## src/rtl/threshold_accelerator.sv

```systemverilog
// Binarises a word-packed greyscale image in a single-port RAM: reads source words from the lower
// region, thresholds four pixels per word and writes the result word to the upper region.
module threshold_accelerator #(
   parameter int NUM_WORDS = 25344,
   parameter int OUT_BASE  = 25344
) (
   input  logic        clk,
   input  logic        reset_n,
   input  logic        start,
   input  logic [7:0]  threshold,
   output logic        en,
   output logic        we,
   output logic [15:0] addr,
   output logic [31:0] dataW,
   input  logic [31:0] dataR,
   output logic        busy,
   output logic        finish,
   output logic [16:0] white_count
);

   if (NUM_WORDS < 1 || NUM_WORDS > 32768 || OUT_BASE < NUM_WORDS ||
       OUT_BASE + NUM_WORDS > 65536) begin : g_bad_params
      $error("threshold_accelerator: result region must follow the source region inside 64K words");
   end

   localparam logic [15:0] LAST_IDX = 16'(NUM_WORDS - 1);
   localparam logic [15:0] OUT_BASE_W = 16'(OUT_BASE);

   typedef enum logic [1:0] {
      S_IDLE,
      S_READ,
      S_WRITE,
      S_DONE
   } state_t;

   state_t      state_q, state_d;
   logic [15:0] idx_q, idx_d;
   logic [7:0]  thr_q, thr_d;
   logic [16:0] white_q, white_d;
   logic [3:0]  lane_hit;
   logic [31:0] bin_word;
   logic [2:0]  hit_count;

   // Pixel j lives in bits 8j+7:8j; a lane at or above the threshold becomes white.
   for (genvar gi = 0; gi < 4; gi++) begin : g_lane
      assign lane_hit[gi] = (dataR[8*gi +: 8] >= thr_q);
      assign bin_word[8*gi +: 8] = {8{lane_hit[gi]}};
   end

   assign hit_count = {2'b00, lane_hit[0]} + {2'b00, lane_hit[1]} +
                      {2'b00, lane_hit[2]} + {2'b00, lane_hit[3]};

   always_ff @(posedge clk or negedge reset_n) begin
      if (!reset_n) begin
         state_q <= S_IDLE;
         idx_q   <= '0;
         thr_q   <= '0;
         white_q <= '0;
      end else begin
         state_q <= state_d;
         idx_q   <= idx_d;
         thr_q   <= thr_d;
         white_q <= white_d;
      end
   end

   always_comb begin
      state_d = state_q;
      idx_d   = idx_q;
      thr_d   = thr_q;
      white_d = white_q;
      en      = 1'b0;
      we      = 1'b0;
      addr    = '0;
      dataW   = '0;
      case (state_q)
         S_IDLE: begin
            if (start) begin
               thr_d   = threshold;
               idx_d   = '0;
               white_d = '0;
               state_d = S_READ;
            end
         end
         S_READ: begin
            en      = 1'b1;
            addr    = idx_q;
            state_d = S_WRITE;
         end
         S_WRITE: begin
            // dataR here is the registered result of the preceding READ cycle.
            en      = 1'b1;
            we      = 1'b1;
            addr    = OUT_BASE_W + idx_q;
            dataW   = bin_word;
            white_d = white_q + {14'd0, hit_count};
            if (idx_q == LAST_IDX) begin
               state_d = S_DONE;
            end else begin
               idx_d   = idx_q + 16'd1;
               state_d = S_READ;
            end
         end
         S_DONE: begin
            if (!start) state_d = S_IDLE;
         end
         default: state_d = S_IDLE;
      endcase
   end

   assign busy        = (state_q == S_READ) || (state_q == S_WRITE);
   assign finish      = (state_q == S_DONE);
   assign white_count = white_q;

endmodule
```

## config.mk

```make
export PLATFORM = sky130hd
export DESIGN_NAME = threshold_accelerator
export DESIGN_NICKNAME = d
export VERILOG_FILES = /design/src/rtl/threshold_accelerator.sv
export SDC_FILE = /design/constraint.sdc
export NUM_CORES = 1
export LEC_CHECK = 0
export ABC_AREA = 1
export BUFFER_PORTS_ARGS = -buffer_cell sky130_fd_sc_hd__buf_2
export CAP_MARGIN = 10
export CORE_UTILIZATION = 58
export DETAILED_ROUTE_END_ITERATION = 10
export PLACE_DENSITY = 0.87
export SLEW_MARGIN = 5
export SYNTH_ARGS = -nofsm -noshare
export SYNTH_HDL_FRONTEND = slang
export SYNTH_SLANG_ARGS = --single-unit
export TNS_END_PERCENT = 100
```

## constraint.sdc

```tcl
create_clock -name clk -period 6.2 [get_ports clk]
set_input_delay 0.31 -clock clk [delete_from_list [all_inputs] [get_ports clk]]
set_output_delay 0.31 -clock clk [all_outputs]
set_load 0.005 [all_outputs]
```

* Yosys cells after proc, flatten, opt, wreduce, memory -nomap -nowiden
Cells that the tools add are included.
** Storage, ports and cells
- Register bits :: 43
- Output and inout bits :: 69
- Logic and storage cells :: 42
- Bits of input ports :: 43
** Operators by class
- Reductions and logical operators :: 8
- Add/subtract/negate cells :: 6
- Mux-type cells :: 13
- $lt $le $gt $ge :: 4
- Eq/ne operators :: 7
** Operator list (count)
- $pmux W16 S2 :: 2
- $pmux W17 S2 :: 1
- $ge A8 B8 Y1 :: 4
- $mux W16 :: 2
- $mux W32 :: 1
- $add A17 B3 Y17 :: 1
- $mux W17 :: 1
- $add A15 B16 Y16 const A :: 1
- $add A16 B1 Y16 const B :: 1
- $eq A16 B15 Y1 const B :: 1
- $pmux W2 S4 :: 1
- $mux W2 :: 3
- $ne A2 B2 Y1 const B :: 3
- $reduce_and A2 Y1 :: 3
- $eq A2 B2 Y1 const B :: 2
- $add A2 B1 Y3 :: 1
- $add A3 B1 Y3 :: 1
- $reduce_and A3 Y1 :: 1
- $add A1 B1 Y2 :: 1
- $eq A2 B1 Y1 const B :: 1
- $logic_not A2 Y1 :: 1
- $mux W1 :: 2
- $reduce_bool A2 Y1 :: 1
- $reduce_or A2 Y1 :: 1
- $logic_or A1 B1 Y1 :: 1

* Depth between registers and ports, before layout
- Depth after elaboration :: 6
- Gate-level depth with buffers :: 19

* Least setup slack after synthesis
No wires, ideal clock.
- Path type :: register to register
- Start point :: reg thr_q[5]
- End point :: reg white_q[14], in the netlist white_count[14]
- Arrival time :: 2.884 ns
- Slack :: 3.203 ns
- Cell stages (with the launch flop) :: 19
- Path buffers :: 0
- Path through :: dfrtp_1 -> inv_1 -> ha_1 -> a21oi_1 -> nor2_1 -> nor3_1 -> nand3_1 -> inv_1 -> fa_1 -> fa_1 -> inv_1 -> fa_1 -> nand2_1 -> nor3_1 -> nand3_1 -> nand2_1 -> nand2_1 -> nand2_1 -> inv_1
** Between the ends
- Cells in the longest elaborated chain, start to end :: 6
- Elaborated cells on any way between the ends :: 9
- Classes of those cells :: add/sub: 4; order compare: 4; mux: 1
** Ends and longest elaborated chain
- start: declaration :: RTL line 38 : logic [7:0] thr_q, thr_d;
- start signal: assignment :: RTL line 62 : thr_q <= thr_d;
- $ge A8 B8 Y1 :: RTL line 46 : assign lane_hit[gi] = (dataR[8*gi +: 8] >= thr_q);
- $add A1 B1 Y2 :: RTL line 50 : assign hit_count = {2'b00, lane_hit[0]} + {2'b00, lane_hit[1]} +
- $add A2 B1 Y3 :: RTL line 50
- $add A3 B1 Y3 (*) :: RTL line 51 : {2'b00, lane_hit[2]} + {2'b00, lane_hit[3]};
- $add A17 B3 Y17 (*) :: RTL line 96 : white_d = white_q + {14'd0, hit_count};
- $pmux W17 S2 (*) :: RTL line 76 : case (state_q)
- end signal: assignment :: RTL line 63 : white_q <= white_d;
- end: declaration :: RTL line 39 : logic [16:0] white_q, white_d;
Every way passes the cells marked *; elsewhere a longest branch is shown, timed or not.
A chain may end at the register's enable or synchronous reset.

* Final worst setup path
Same ends and word-level chain as after synthesis.

==> results_dict.tcl <==
set metrics [dict create \
    grt_antenna_before_repair 0 \
    drive_above_1_share_pct 21.7 \
    drc 15 \
    cts_tree "built" \
    seqPwrFrac_pct 24.8 \
    critical_path_class "reg2reg" \
    grt_setup_unrepaired "false" \
    holdBufCountCts 0 \
    cpMaxStageDelayCell "fa_1" \
    dr.pass1.iters 11 \
    switching_share_pct 49.0 \
    grt_pass1_wl_um 15800 \
    dieHeight_um 85.0 \
    leakage_nw 2.48 \
    fin_nets 750 \
    yosys_warnings 0 \
    area_growth_pct 11.3 \
    setup_viol_count_final 0 \
    cts_sinks 43 \
    cp.required_ns 6.40 \
    path_buf_inv 4 \
    core.rowCount 29 \
    final_antenna_net_count 0 \
    p_int_uw 765 \
    ir_worst_vdd_uv 151 \
    arrival_ns 3.54 \
    syn_area_um2 3990 \
    cp.depth 18 \
    fmaxAchievable_mhz 299 \
    pwr-share-clk_pct 13.3 \
    core_um2 6490 \
    setup_ws_ns 2.86 \
    grt_max_degree 44 \
    ys_ff_latch 43 \
    initial_core_util_pct 61.5 \
    relSlewSlack_pct 37.2 \
    postCtsSetupBuffers 0 \
    cts_buffer_depth 2 \
    crit_chain "inv_1, ha_1, a21oi_1, nor2_1, nor3_1, nand3_1, inv_1, fa_1, fa_1, inv_1, fa_1, nand2_1, nor3_1, nand3_1, nand2_1, nand2_1, nand2_1, inv_1" \
    synthCells 584 \
    power_density_nw_per_um2 338 \
    critPathLaunchType "flop" \
    path_max_fanout 5 \
    vias 3960 \
    gr-total-overflow 0 \
    r2r_cells 18 \
    hold_viol 0 \
    fin_crit_sh_pct 53.9 \
    seq_area_frac_synth_pct 27.0 \
    cts_max_level 2 \
    grt_use_total_pct 26.9 \
    cp_top_family "adder cells" \
    clock_latency_ns 0.30 \
    post_cts_resized 0 \
    synth_nets 672 \
    tightestPinTransition_ns 0.942 \
    endpoint_kind "flop" \
    ys_types 35 \
    cts.clk_slew.worst_paths_ns 0.09 \
    hpwl_um 7410 \
    cts_buffers 5 \
    fin_skew_ns 0.00512 \
    fill_cells 560 \
    cts_root_buffer "clkbuf_8" \
    avgSynthCellArea_um2 6.84 \
    dp_slack_ns 2.91 \
    finalSetupTns_ns 0 \
    drtIter0Drc 264 \
    avgViaCountPerCell 5.35 \
    outcome "finished, violations left" \
    antenna_cells 0 \
    fp.dieW_um 85.0 \
    slowest_delay_ns 0.45 \
    ioPinCount 112 \
    grt_pass1_vias 3614 \
    r2r_slack_ns 2.86 \
    cap_violations 0 \
    wl_per_cell_um 12.5 \
    die_area_um2 7220 \
    min_path_type "in2async" \
    comb_power_share_pct 61.8 \
    violations "DRC" \
    p_switching_uw 736 \
    period_needed_ns 3.34 \
    maxSlewViolCount 0 \
    gp_congestion 0.921 \
    io_buffers 111 \
    routed_wl_um 9290 \
]
stage by stage:
stage          instances  area (um2)  power [mW]  util (%)  hold slack (ns)
2_1_floorplan        584        3990        1.14         -           0.0144
3_3_place_gp         732        4340        1.25      66.8            0.520
3_5_place_dp         732        4340        1.30      66.8            0.524
4_1_cts              740        4450        1.51      68.4            0.196
5_1_grt              740        4450        1.65      68.4            0.231
6_report             740        4450        1.50      68.4            0.144
cells in the mapped netlist (all sizes together):
library cell	n	area [um2]
a21oi	23	115
a2bb2oi	1	8.76
a31oi	2	12.5
and2	1	6.26
buf	39	303
clkbuf	2	7.51
clkinv	2	12.5
dfrtp	43	1080
fa	3	60.1
ha	42	526
inv	89	337
nand2	154	593
nand3	37	185
nand3b	2	15.0
nand4	17	106
nor2	70	295
nor3	11	55.1
o211ai	1	7.51
o21ai	40	234
o21bai	1	7.51
o22ai	1	6.26
or2	1	6.26
xor2	2	17.5
power by group through the flow:
stage / Combinational [mW] / Clock (mW) / Sequential (mW)
2_1_floorplan: 0.771 / 0 / 0.369
3_3_place_gp: 0.875 / 0 / 0.375
3_5_place_dp: 0.925 / 0 / 0.379
4_1_cts: 0.930 / 0.203 / 0.373
5_1_grt: 1.06 / 0.213 / 0.380
6_report: 0.928 / 0.200 / 0.373
cells in the final DEF, fill, tap and decap left out, types with 2 or more instances in the layout:
| cell type | n |
|---|---|
| fa_1 | 3 |
| ha_1 | 42 |
| nand2_1 | 148 |
| o21ai_2 | 9 |
| o21ai_0 | 26 |
| a31oi_1 | 2 |
| dfrtp_1 | 43 |
| buf_2 | 111 |
| nor3_1 | 11 |
| xor2_1 | 2 |
| nand3b_1 | 2 |
| o21ai_1 | 5 |
| clkbuf_8 | 7 |
| inv_1 | 87 |
| a21oi_1 | 23 |
| nor2_4 | 4 |
| nand3_1 | 37 |
| nand4_1 | 17 |
| nand2_2 | 6 |
| nor2_1 | 65 |
path summary, 6_finish.rpt:
path	start	endpoint
worst max-delay path	thr_q[5]	white_count[14]
worst min-delay path	reset_n	white_count[7]
worst max register to register	thr_q[5]	white_count[14]
worst min register to register	white_count[16]	white_count[16]
max in group asynchronous	reset_n	thr_q[1]
min in group clk	threshold[7]	thr_q[7]
cell families after synthesis:
kind of cell	synth area share [%]
flip-flops	27.0
XOR/XNOR	0.439
AO/OA/AOI/OAI	9.81
adder cells (fa/ha/maj)	14.7
AND/OR/NAND/NOR	31.6
buffers and inverters	16.5
state kept, by name, indices dropped and copies added, names as in the netlist:
register,cells
thr_q,8
state_q,2
idx_q,16
white_count,17
metal layers:
metal	track usage, %	wire [um]	part of all wire [%]
met1	32.8	3870	42
met2	50.1	4780	52
met3	3.70	533	5.7
met4	6.47	97	1.0
met5	0	0	0
cell type report:
type / count / area [um2] / share of cell area, %
Sequential cell: 43 / 1080 / 24.2
Clock buffer: 7 / 96.3 / 2.17
Multi-Input combinational cell: 409 / 2260 / 50.8
Inverter: 91 / 349 / 7.85
Tap cell: 77 / 96.3 / 2.17
Clock inverter: 1 / 7.51 / 0.169
Timing Repair Buffer: 112 / 563 / 12.7
(Power assumes the default switching activity.)
